==> src/rtl/cache_req_arbiter.sv <==
// Round-robin arbiter sharing one cache operation port among NUM_REQ requesters.
// Latches one request, issues it when the cache is free, waits for completion
// (bounded by a timeout) and returns the result to the granted port only.
module cache_req_arbiter #(
   parameter int unsigned NUM_REQ        = 4,
   parameter int unsigned KEY_WIDTH      = 16,
   parameter int unsigned VALUE_WIDTH    = 64,
   parameter int unsigned TIMEOUT_CYCLES = 255,
   localparam int unsigned IdxW          = (NUM_REQ > 1) ? $clog2(NUM_REQ) : 1,
   localparam int unsigned CntW          = $clog2(TIMEOUT_CYCLES + 1)
) (
   input  logic                           clk,
   input  logic                           rst,
   input  logic [NUM_REQ-1:0]             req_valid_i,
   output logic [NUM_REQ-1:0]             req_ready_o,
   input  logic [2*NUM_REQ-1:0]           req_op_i,
   input  logic [KEY_WIDTH*NUM_REQ-1:0]   req_key_i,
   input  logic [VALUE_WIDTH*NUM_REQ-1:0] req_value_i,
   output logic [NUM_REQ-1:0]             rsp_valid_o,
   output logic                           rsp_hit_o,
   output logic [VALUE_WIDTH-1:0]         rsp_value_o,
   output logic                           rsp_err_o,
   output logic                           cache_start_o,
   output logic [1:0]                     cache_op_o,
   output logic [KEY_WIDTH-1:0]           cache_key_o,
   output logic [VALUE_WIDTH-1:0]         cache_value_o,
   input  logic                           cache_busy_i,
   input  logic                           cache_done_i,
   input  logic                           cache_hit_i,
   input  logic [VALUE_WIDTH-1:0]         cache_value_i,
   output logic [IdxW-1:0]                grant_idx_o
);

   localparam logic [1:0] OpNop = 2'b00;

   typedef enum logic [1:0] {StIdle, StIssue, StWait, StResp} state_e;

   state_e                 state_q, state_d;
   logic [IdxW-1:0]        ptr_q, ptr_d;
   logic [IdxW-1:0]        grant_q, grant_d;
   logic [CntW-1:0]        cnt_q, cnt_d;
   logic [CntW-1:0]        cnt_inc;
   logic [1:0]             op_q, op_d;
   logic [KEY_WIDTH-1:0]   key_q, key_d;
   logic [VALUE_WIDTH-1:0] val_q, val_d;
   logic                   hit_q, hit_d;
   logic                   err_q, err_d;
   logic [VALUE_WIDTH-1:0] rval_q, rval_d;

   logic                   found;
   logic [IdxW-1:0]        sel;
   logic [1:0]             sel_op;
   int                     idx;

   // Round-robin search: first valid port at or above ptr, wrapping.
   always_comb begin
      found = 1'b0;
      sel   = '0;
      idx   = 0;
      for (int k = int'(NUM_REQ) - 1; k >= 0; k--) begin
         idx = int'(ptr_q) + k;
         if (idx >= int'(NUM_REQ)) idx = idx - int'(NUM_REQ);
         if (req_valid_i[idx]) begin
            found = 1'b1;
            sel   = IdxW'(idx);
         end
      end
   end

   assign sel_op  = req_op_i[2*sel +: 2];
   assign cnt_inc = cnt_q + CntW'(1);

   // Next-state logic and handshake/issue outputs.
   always_comb begin
      state_d       = state_q;
      ptr_d         = ptr_q;
      grant_d       = grant_q;
      cnt_d         = cnt_q;
      op_d          = op_q;
      key_d         = key_q;
      val_d         = val_q;
      hit_d         = hit_q;
      err_d         = err_q;
      rval_d        = rval_q;
      req_ready_o   = '0;
      rsp_valid_o   = '0;
      cache_start_o = 1'b0;
      unique case (state_q)
         StIdle: begin
            // Ready is gated by reset so every output reads 0 while it is held.
            if (found && !rst) begin
               req_ready_o[sel] = 1'b1;
               grant_d          = sel;
               op_d             = sel_op;
               key_d            = req_key_i[KEY_WIDTH*sel +: KEY_WIDTH];
               val_d            = req_value_i[VALUE_WIDTH*sel +: VALUE_WIDTH];
               if (sel_op == OpNop) begin
                  hit_d   = 1'b0;
                  err_d   = 1'b0;
                  rval_d  = '0;
                  state_d = StResp;
               end else begin
                  state_d = StIssue;
               end
            end
         end
         StIssue: begin
            if (!cache_busy_i) begin
               cache_start_o = 1'b1;
               cnt_d         = '0;
               state_d       = StWait;
            end
         end
         StWait: begin
            // Done is checked first so it wins on the timeout cycle.
            if (cache_done_i) begin
               hit_d   = cache_hit_i;
               rval_d  = cache_value_i;
               err_d   = 1'b0;
               state_d = StResp;
            end else if (cnt_inc == CntW'(TIMEOUT_CYCLES)) begin
               hit_d   = 1'b0;
               rval_d  = '0;
               err_d   = 1'b1;
               state_d = StResp;
            end else begin
               cnt_d = cnt_inc;
            end
         end
         StResp: begin
            rsp_valid_o[grant_q] = 1'b1;
            ptr_d   = (grant_q == IdxW'(NUM_REQ - 1)) ? '0 : grant_q + IdxW'(1);
            state_d = StIdle;
         end
         default: state_d = StIdle;
      endcase
   end

   // State, pointer, latched request and registered response.
   always_ff @(posedge clk or posedge rst) begin
      if (rst) begin
         state_q <= StIdle;
         ptr_q   <= '0;
         grant_q <= '0;
         cnt_q   <= '0;
         op_q    <= '0;
         key_q   <= '0;
         val_q   <= '0;
         hit_q   <= 1'b0;
         err_q   <= 1'b0;
         rval_q  <= '0;
      end else begin
         state_q <= state_d;
         ptr_q   <= ptr_d;
         grant_q <= grant_d;
         cnt_q   <= cnt_d;
         op_q    <= op_d;
         key_q   <= key_d;
         val_q   <= val_d;
         hit_q   <= hit_d;
         err_q   <= err_d;
         rval_q  <= rval_d;
      end
   end

   assign cache_op_o    = op_q;
   assign cache_key_o   = key_q;
   assign cache_value_o = val_q;
   assign rsp_hit_o     = hit_q;
   assign rsp_err_o     = err_q;
   assign rsp_value_o   = rval_q;
   assign grant_idx_o   = grant_q;

endmodule
==> config.mk <==
export PLATFORM = sky130hd
export DESIGN_NAME = cache_req_arbiter
export DESIGN_NICKNAME = d
export VERILOG_FILES = /design/src/rtl/cache_req_arbiter.sv
export SDC_FILE = /design/constraint.sdc
export NUM_CORES = 1
export LEC_CHECK = 0
export ABC_AREA = 1
export BUFFER_PORTS_ARGS = -buffer_cell sky130_fd_sc_hd__buf_4
export CORE_AREA = 2 2 221 223
export DETAILED_ROUTE_END_ITERATION = 16
export DIE_AREA = 0 0 223 225
export GPL_TIMING_DRIVEN = 1
export SLEW_MARGIN = 40
export SYNTH_ARGS = -nofsm -noshare
export SYNTH_HDL_FRONTEND = slang
export SYNTH_SLANG_ARGS = --single-unit
==> constraint.sdc <==
create_clock -name clk -period 7.36 [get_ports clk]
set_input_delay 1.472 -clock clk [delete_from_list [all_inputs] [get_ports clk]]
set_output_delay 1.472 -clock clk [all_outputs]
set_load 0.01 [all_outputs]
* Word-level counts from Yosys, hierarchy flattened
Cells that the tools add are included.
Storage, ports and cells: register bits after elaboration 162, input bits 401, output and inout port bits 159
Cells by class: shift operators 3, mux-type cells 57, $lt $le $gt $ge 12, equality and inequality tests 11, reduce and logical (&&, ||, !) cells 12, add/subtract/negate cells 9
Operator list (number):
- $mux W64 | 4
- $shiftx A256 B9 Y64 | 1
- $lt A32 B4 Y1 const B | 4
- $mux W32 | 4
- $pmux W64 S2 | 1
- $shiftx A64 B7 Y16 | 1
- $mux W8 | 3
- $mux W1 | 22
- $mux W2 | 10
- $pmux W8 S2 | 1
- $mux W4 | 3
- $sub A3 B3 Y4 const B | 3
- $ne A2 B2 Y1 const B | 5
- $ge A3 B3 Y1 const B | 3
- $add A8 B1 Y8 const B | 1
- $bmux W1 S2 | 4
- $eq A8 B8 Y1 const B | 1
- $pmux W2 S4 | 1
- $reduce_and A4 Y1 | 2
- $shiftx A8 B4 Y2 | 1
- $add A2 B2 Y3 const B | 2
- $eq A2 B2 Y1 const B | 3
- $lt A2 B3 Y1 const B | 2
- $demux W1 S2 | 2
- 14 further kinds | 20

* Depth between registers and ports, before layout
Gate-level depths: netlist of run 1.
depth after elaboration 16, gate-level depth with buffers 20, gate-level depth less buffers 17

* Least setup slack after synthesis of run 1
Ideal clock, no wire load.
path kind input-to-output, start input rst, end output req_ready_o[0], required time 5.888 ns, path buffers 1, data arrival time 6.348 ns, path slack -0.460 ns, stages on the path 4, cells stage by stage inv_1 nand3_1 clkbuf_1 nor3_1
Between the ends: word-level cells in the longest chain between the ends 4
Ends and longest elaborated chain:
- start, declared | line 13 | input logic rst,
- $logic_not A1 Y1 (no line)
- $logic_and A1 B1 Y1 | line 91 | if (found && !rst) begin
- $mux W4 | line 91
- $mux W4 | line 88 | unique case (state_q)
- end, declared | line 15 | output logic [NUM_REQ-1:0] req_ready_o,
No other way between the ends.

* Worst setup path after layout of run 1
start input req_valid_i[1], end output req_ready_o[2]
Between the ends: word-level cells in the longest chain between the ends 13
Ends and longest elaborated chain:
- start, declared | line 14 | input logic [NUM_REQ-1:0] req_valid_i,
- $bmux W1 S2 | line 63 | if (req_valid_i[idx]) begin
- $mux W1 (not written as such) (2 in a row) | line 63
- $mux W2 (4 in a row) | line 63
- $lt A2 B3 Y1 (not written as such) or $ge A2 B1 Y1 (tied branches) | line 92 | req_ready_o[sel] = 1'b1;
- $logic_and A1 B1 Y1 (not written as such) | line 92
- $mux W1 (not written as such) | line 92
- $demux W1 S2 | line 92
- $mux W4 * | line 91
- $mux W4 * | line 88
Mark *: on every way between the ends. The rest lies on a longest branch, timed or not. The select of a mux whose other input is x is not followed.

==> results.ini, run 1 <==
[global_routing]
antenna_found_initial=1
grt_pass1_vias=10800
grt_max_degree=79
grt.total_usage_pct=17.6
grt-ovfl-total=0
grt_pass1_wl_um=66300

[floorplan]
die-area_um2=50200
ios=560
dieWidth_um=223
fp.dieH_um=225
start_util_pct=19.6
row_count=80
core-area_um2=47500

[routing]
drtIter0Drc=623
first_pass_iters=5
drcViolationCount=0
ant_nets=0
post_drt_wl_per_cell_um=17.8
finalWirelength_um=44600
num_vias=11100
via_per_inst=4.41

[placed_design]
dpl-instance-area_um2=14100
portBuffers=559
gp_congestion=0.958
place_hpwl_um=34500

[sta]
slew_headroom_pct=48.2
drv_slew=0
rsz0062_at_grt=false
hold_viol_final=0
period_minus_slack_ns=4.95
final.period_utilization_pct=67.2
tightest_slew_ns=0.774
finalSetupViolCount=0
fin_skew_ns=0.00887
clock.fmax_mhz=202
setup-tns-final_ns=0

[power]
p_leak_nw=8.22
power_density_nw_per_um2=461
vdd_ir_drop_max_uv=300

[setup_path]
critPathCaptureType=primary output
crit_type=in2out
critical_path.max_fanout=37
critical_path_required_ns=5.89
cp.arrival_ns=3.48
cp-start-kind=input port

[status]
outcome=completed

[synthesis]
synthesis.nets=1777
synth_area_um2=9300
yosysMostFrequentCell=nand2_1
synth_edf_count=0
ys.flop_type=dfrtp_1
synth-async-reset-ratio_pct=100
synth-seq-cells=162
ys_warn_count=0
synth_top_area_cell=dfrtp_1
synth_top_area_share_pct=43.6
synth_area_per_cell_um2=6.81
synth_area_leaders=dfrtp_1 44%, nand2_1 28%, nand3_1 5.9%
synth_cell_types=27
ys_top_cells_by_count=693 x nand2_1, 162 x dfrtp_1, 109 x nand3_1
synth-seq-area-share_pct=43.6
synthCells=1365

[clock_network]
cts_buffer_depth=2
cts_setup_buffers=0
clk_pin_slew_worst_paths_ns=0.06
cts_root_buffer=clkbuf_16
hold_buffers=0
ctsHtreeMaxLevel=4
cts_made_buffers=17
cts_sinks=162
cts_tree=yes
clk_latency_ns=0.47
cts_resized=0

[job]
drv_cap=0

[finish]
nNetsFinal=2291
multiInputGateArea_um2=4540
syn_to_final_growth_pct=58.8
fillerInstances=5189
final-seq-area_um2=4050
drive_gt1_share_pct=33.6
fin_area_um2=14800

[worst_hold_path]
worst_hold_path_type=reg2reg

-- worst max-delay path, stage by stage --
cell and delay [ns]:
buf_4 0.07, inv_1 0.05, nand2_1 0.09, nand3_1 0.14
nand3_1 0.13, nor2_2 0.06, nand3b_1 0.15, nand3_4 0.16
inv_2 0.56, nand2_1 0.24, nor2_1 0.18, buf_4 0.16
-- cell type report --
type	count	area share, %
Antenna cell	1	0.0169
Clock buffer	21	3.12
Clock inverter	11	1.36
Inverter	94	2.43
Multi-Input combinational cell	1029	30.8
Sequential cell	162	27.5
Tap cell	615	5.21
Timing Repair Buffer	575	29.6
-- final timing paths --
check	startpoint	to	slack, ns	cells after the start
worst min register to register	rsp_value_o[52]	rsp_value_o[52]	0.47	2
min in group asynchronous	rst	state_q[1]	1.27	3
worst max register to register	ptr_q[0]	cache_value_o[53]	3.93	15
max in group asynchronous	rst	cache_key_o[14]	4.95	4
worst min-delay path	rsp_value_o[52]	rsp_value_o[52]	0.47	2
worst max-delay path	req_valid_i[1]	req_ready_o[2]	2.41	12
-- layer usage --
| metal | GRT usage [%] | vias up | share of wire (%) |
|---|---|---|---|
| met5 | 0 | - | 0 |
| met3 | 4.59 | 57 | 6.3 |
| met2 | 30.0 | 435 | 49 |
| li1 | - | 5307 | - |
| met4 | 6.75 | 0 | 2.8 |
| met1 | 21.2 | 5269 | 42 |
-- kinds of logic (layout without fill, tap and decap cells) --
group / Yosys count / count (layout) / share of synthesized area, %
AO/OA/AOI/OAI: 47 / 47 / 3.35
XOR/XNOR: 6 / 6 / 0.565
adder cells (fa/ha/maj): 11 / 11 / 1.48
buffers and inverters: 174 / 701 / 8.08
flip-flops: 162 / 162 / 43.6
other: 0 / 1 / 0
AND/OR/NAND/NOR: 965 / 965 / 42.9
-- power breakdown --
part / switching (mW) / internal (mW)
clock: 0.403 / 0.623
combinational: 2.73 / 1.50
sequential: 0.258 / 1.30
-- layout by cell type, fill, tap and decap left out, drive strengths merged --
cell / n
xor2: 4
bufinv: 5
nand4: 57
nand2: 701
nand3b: 3
xnor2: 2
or2: 1
diode: 1
clkinvlp: 2
inv: 95
clkinv: 3
ha: 11
nor3: 3
o2111ai: 1
nand3: 113
buf: 575
nor2: 87
o21ai: 17
clkbuf: 21
dfrtp: 162
a22oi: 29
-- metrics by stage --
stage	power (mW)	utilization, %	hold slack, ns	worst slack (ns)	cells
global placement	5.72	29.5	0.456	2.35	2473
global route	7.36	31.1	0.496	2.19	2508
finish	6.81	31.1	0.471	2.41	2508
CTS	6.91	31.0	0.477	2.35	2507
floorplan	3.98	-	0.472	0.860	1365
detailed placement	5.84	29.7	0.460	2.35	2475
-- sequential cells by signal (all words and copies together) (netlist names) --
register,flops
rsp_value_o,64
rsp_hit_o,1
ptr_q,2
rsp_err_o,1
state_q,2
cnt_q,8
grant_idx_o,2
cache_value_o,64
cache_key_o,16
cache_op_o,2
Note: power is estimated with default switching activity, not from simulation.
==> inputs of run 2 (changes only) <==
- clock period: 7.36 -> 4.41 ns (I/O delays scaled with it)
==> results.ini, run 2 (synthesis results as in run 1) <==
[placed_design]
dpl-instance-area_um2=14200
portBuffers=559
dp.cells=2481
place_hpwl_um=34900
preCtsSetupSlack_ns=1.05
gp_congestion=0.983

[job]
drv_cap=0

[clock_network]
ctsHtreeMaxLevel=4
cts_setup_buffers=0
cts_tree=yes
hold_buffers=0
clk_pin_slew_worst_paths_ns=0.07
cts_root_buffer=clkbuf_16
clk_latency_ns=0.48
cts_resized=0
cts_made_buffers=17
cts_sinks=162
cts_buffer_depth=2

[worst_hold_path]
worst_hold_path_type=in2async

[sta]
drv_slew=0
period_minus_slack_ns=3.39
hold_viol_final=0
fin_ws_ns=1.02
clock.fmax_mhz=295
fin_skew_ns=0.0100
final.period_utilization_pct=76.8
setup-tns-final_ns=0
slew_headroom_pct=42.4
rsz0062_at_grt=false
holdWs_ns=0.390
finalSetupViolCount=0
tightest_slew_ns=0.862

[power]
total_power_mw=11.1
p_leak_nw=8.22
power_density_nw_per_um2=755
vdd_ir_drop_max_uv=598

[setup_path]
rr_worst_depth=15
slowest_delay_ns=0.58
path_cells=inv_4 > nand2_2 > nand3_1 > nand2_1 > nand3_2 > nand2_1 > nand2_2 > nand2_4 > inv_1 > nor3_1 > buf_4
reg2reg_from=ptr_q[0]
crit_start=ptr_q[0]
crit_cells=11
path_buf_inv=3
crit_family=simple AND/OR/NAND/NOR gates
critical_path.max_fanout=10
critPathCaptureType=primary output
cp.arrival_ns=2.51
cp-start-kind=register
critical_path_required_ns=3.53
cp_slowest_cell=dfrtp_1
crit_type=reg2out

[finish]
stdcell_count=2512
fin_area_um2=14800
antennaDiodeCount=0
final_core_util_pct=31.1
mostFrequentLayoutCells=691 x nand2_1, 573 x buf_4, 162 x dfrtp_1
layout_commonest_cell=nand2_1
nNetsFinal=2297
final-seq-area_um2=4050
fillerInstances=5145
drive_gt1_share_pct=33.9
multiInputGateArea_um2=4550
syn_to_final_growth_pct=58.8

[routing]
via_per_inst=4.42
drtIter0Drc=631
finalWirelength_um=45400
drcViolationCount=0
post_drt_wl_per_cell_um=18.1
first_pass_iters=5
num_vias=11100
ant_nets=0

[global_routing]
grt_max_degree=82
grt_pass1_vias=11000
grt.total_usage_pct=18.0
grt-ovfl-total=0
antenna_found_initial=5
grt_pass1_wl_um=67800

[floorplan]
die-area_um2=50200
core-area_um2=47500
ios=560
fp.dieH_um=225
row_count=80
start_util_pct=19.6
dieWidth_um=223

[status]
outcome=completed

run 2: cell types whose count changed in the layout (fill, tap and decap cells not counted), sizes merged:
cell | before | now
clkinvlp | 2 | 5
clkbuf | 21 | 19
diode | 1 | 0
buf | 575 | 581
bufinv | 5 | 3
clkinv | 3 | 2
inv | 95 | 96
run 2: final timing paths:
kind	end	slack (ns)
setup / recovery	req_ready_o[1]	1.02
hold / removal	rsp_value_o[27]	0.39
setup reg to reg	cache_key_o[3]	1.39
hold reg to reg	rsp_value_o[12]	0.47
max in group asynchronous	cache_key_o[0]	2.56
min in group clk	rsp_value_o[12]	0.47
run 2: cell type report:
cell class	instances	share of cell area [%]
clock buffer	19	3.00
clock inverter	12	1.06
inverter	94	2.43
multi-input combinational	1029	30.8
sequential	162	27.5
tap	615	5.21
timing repair buffer	581	30.0
run 2: per-layer routing:
metal,GRT usage (%),vias to the layer above,part of all wire (%)
li1,-,5307,-
met1,23.0,5286,42
met2,29.0,438,47
met3,5.25,65,7.7
met4,6.43,4,2.5
met5,0,-,0.059
run 2: report_power, final:
group | leakage, nW | internal, mW | switching [mW] | total, mW
registers | 2.13 | 2.16 | 0.436 | 2.60
clock network | 0.282 | 0.904 | 0.693 | 1.60
logic | 5.80 | 2.53 | 4.42 | 6.95
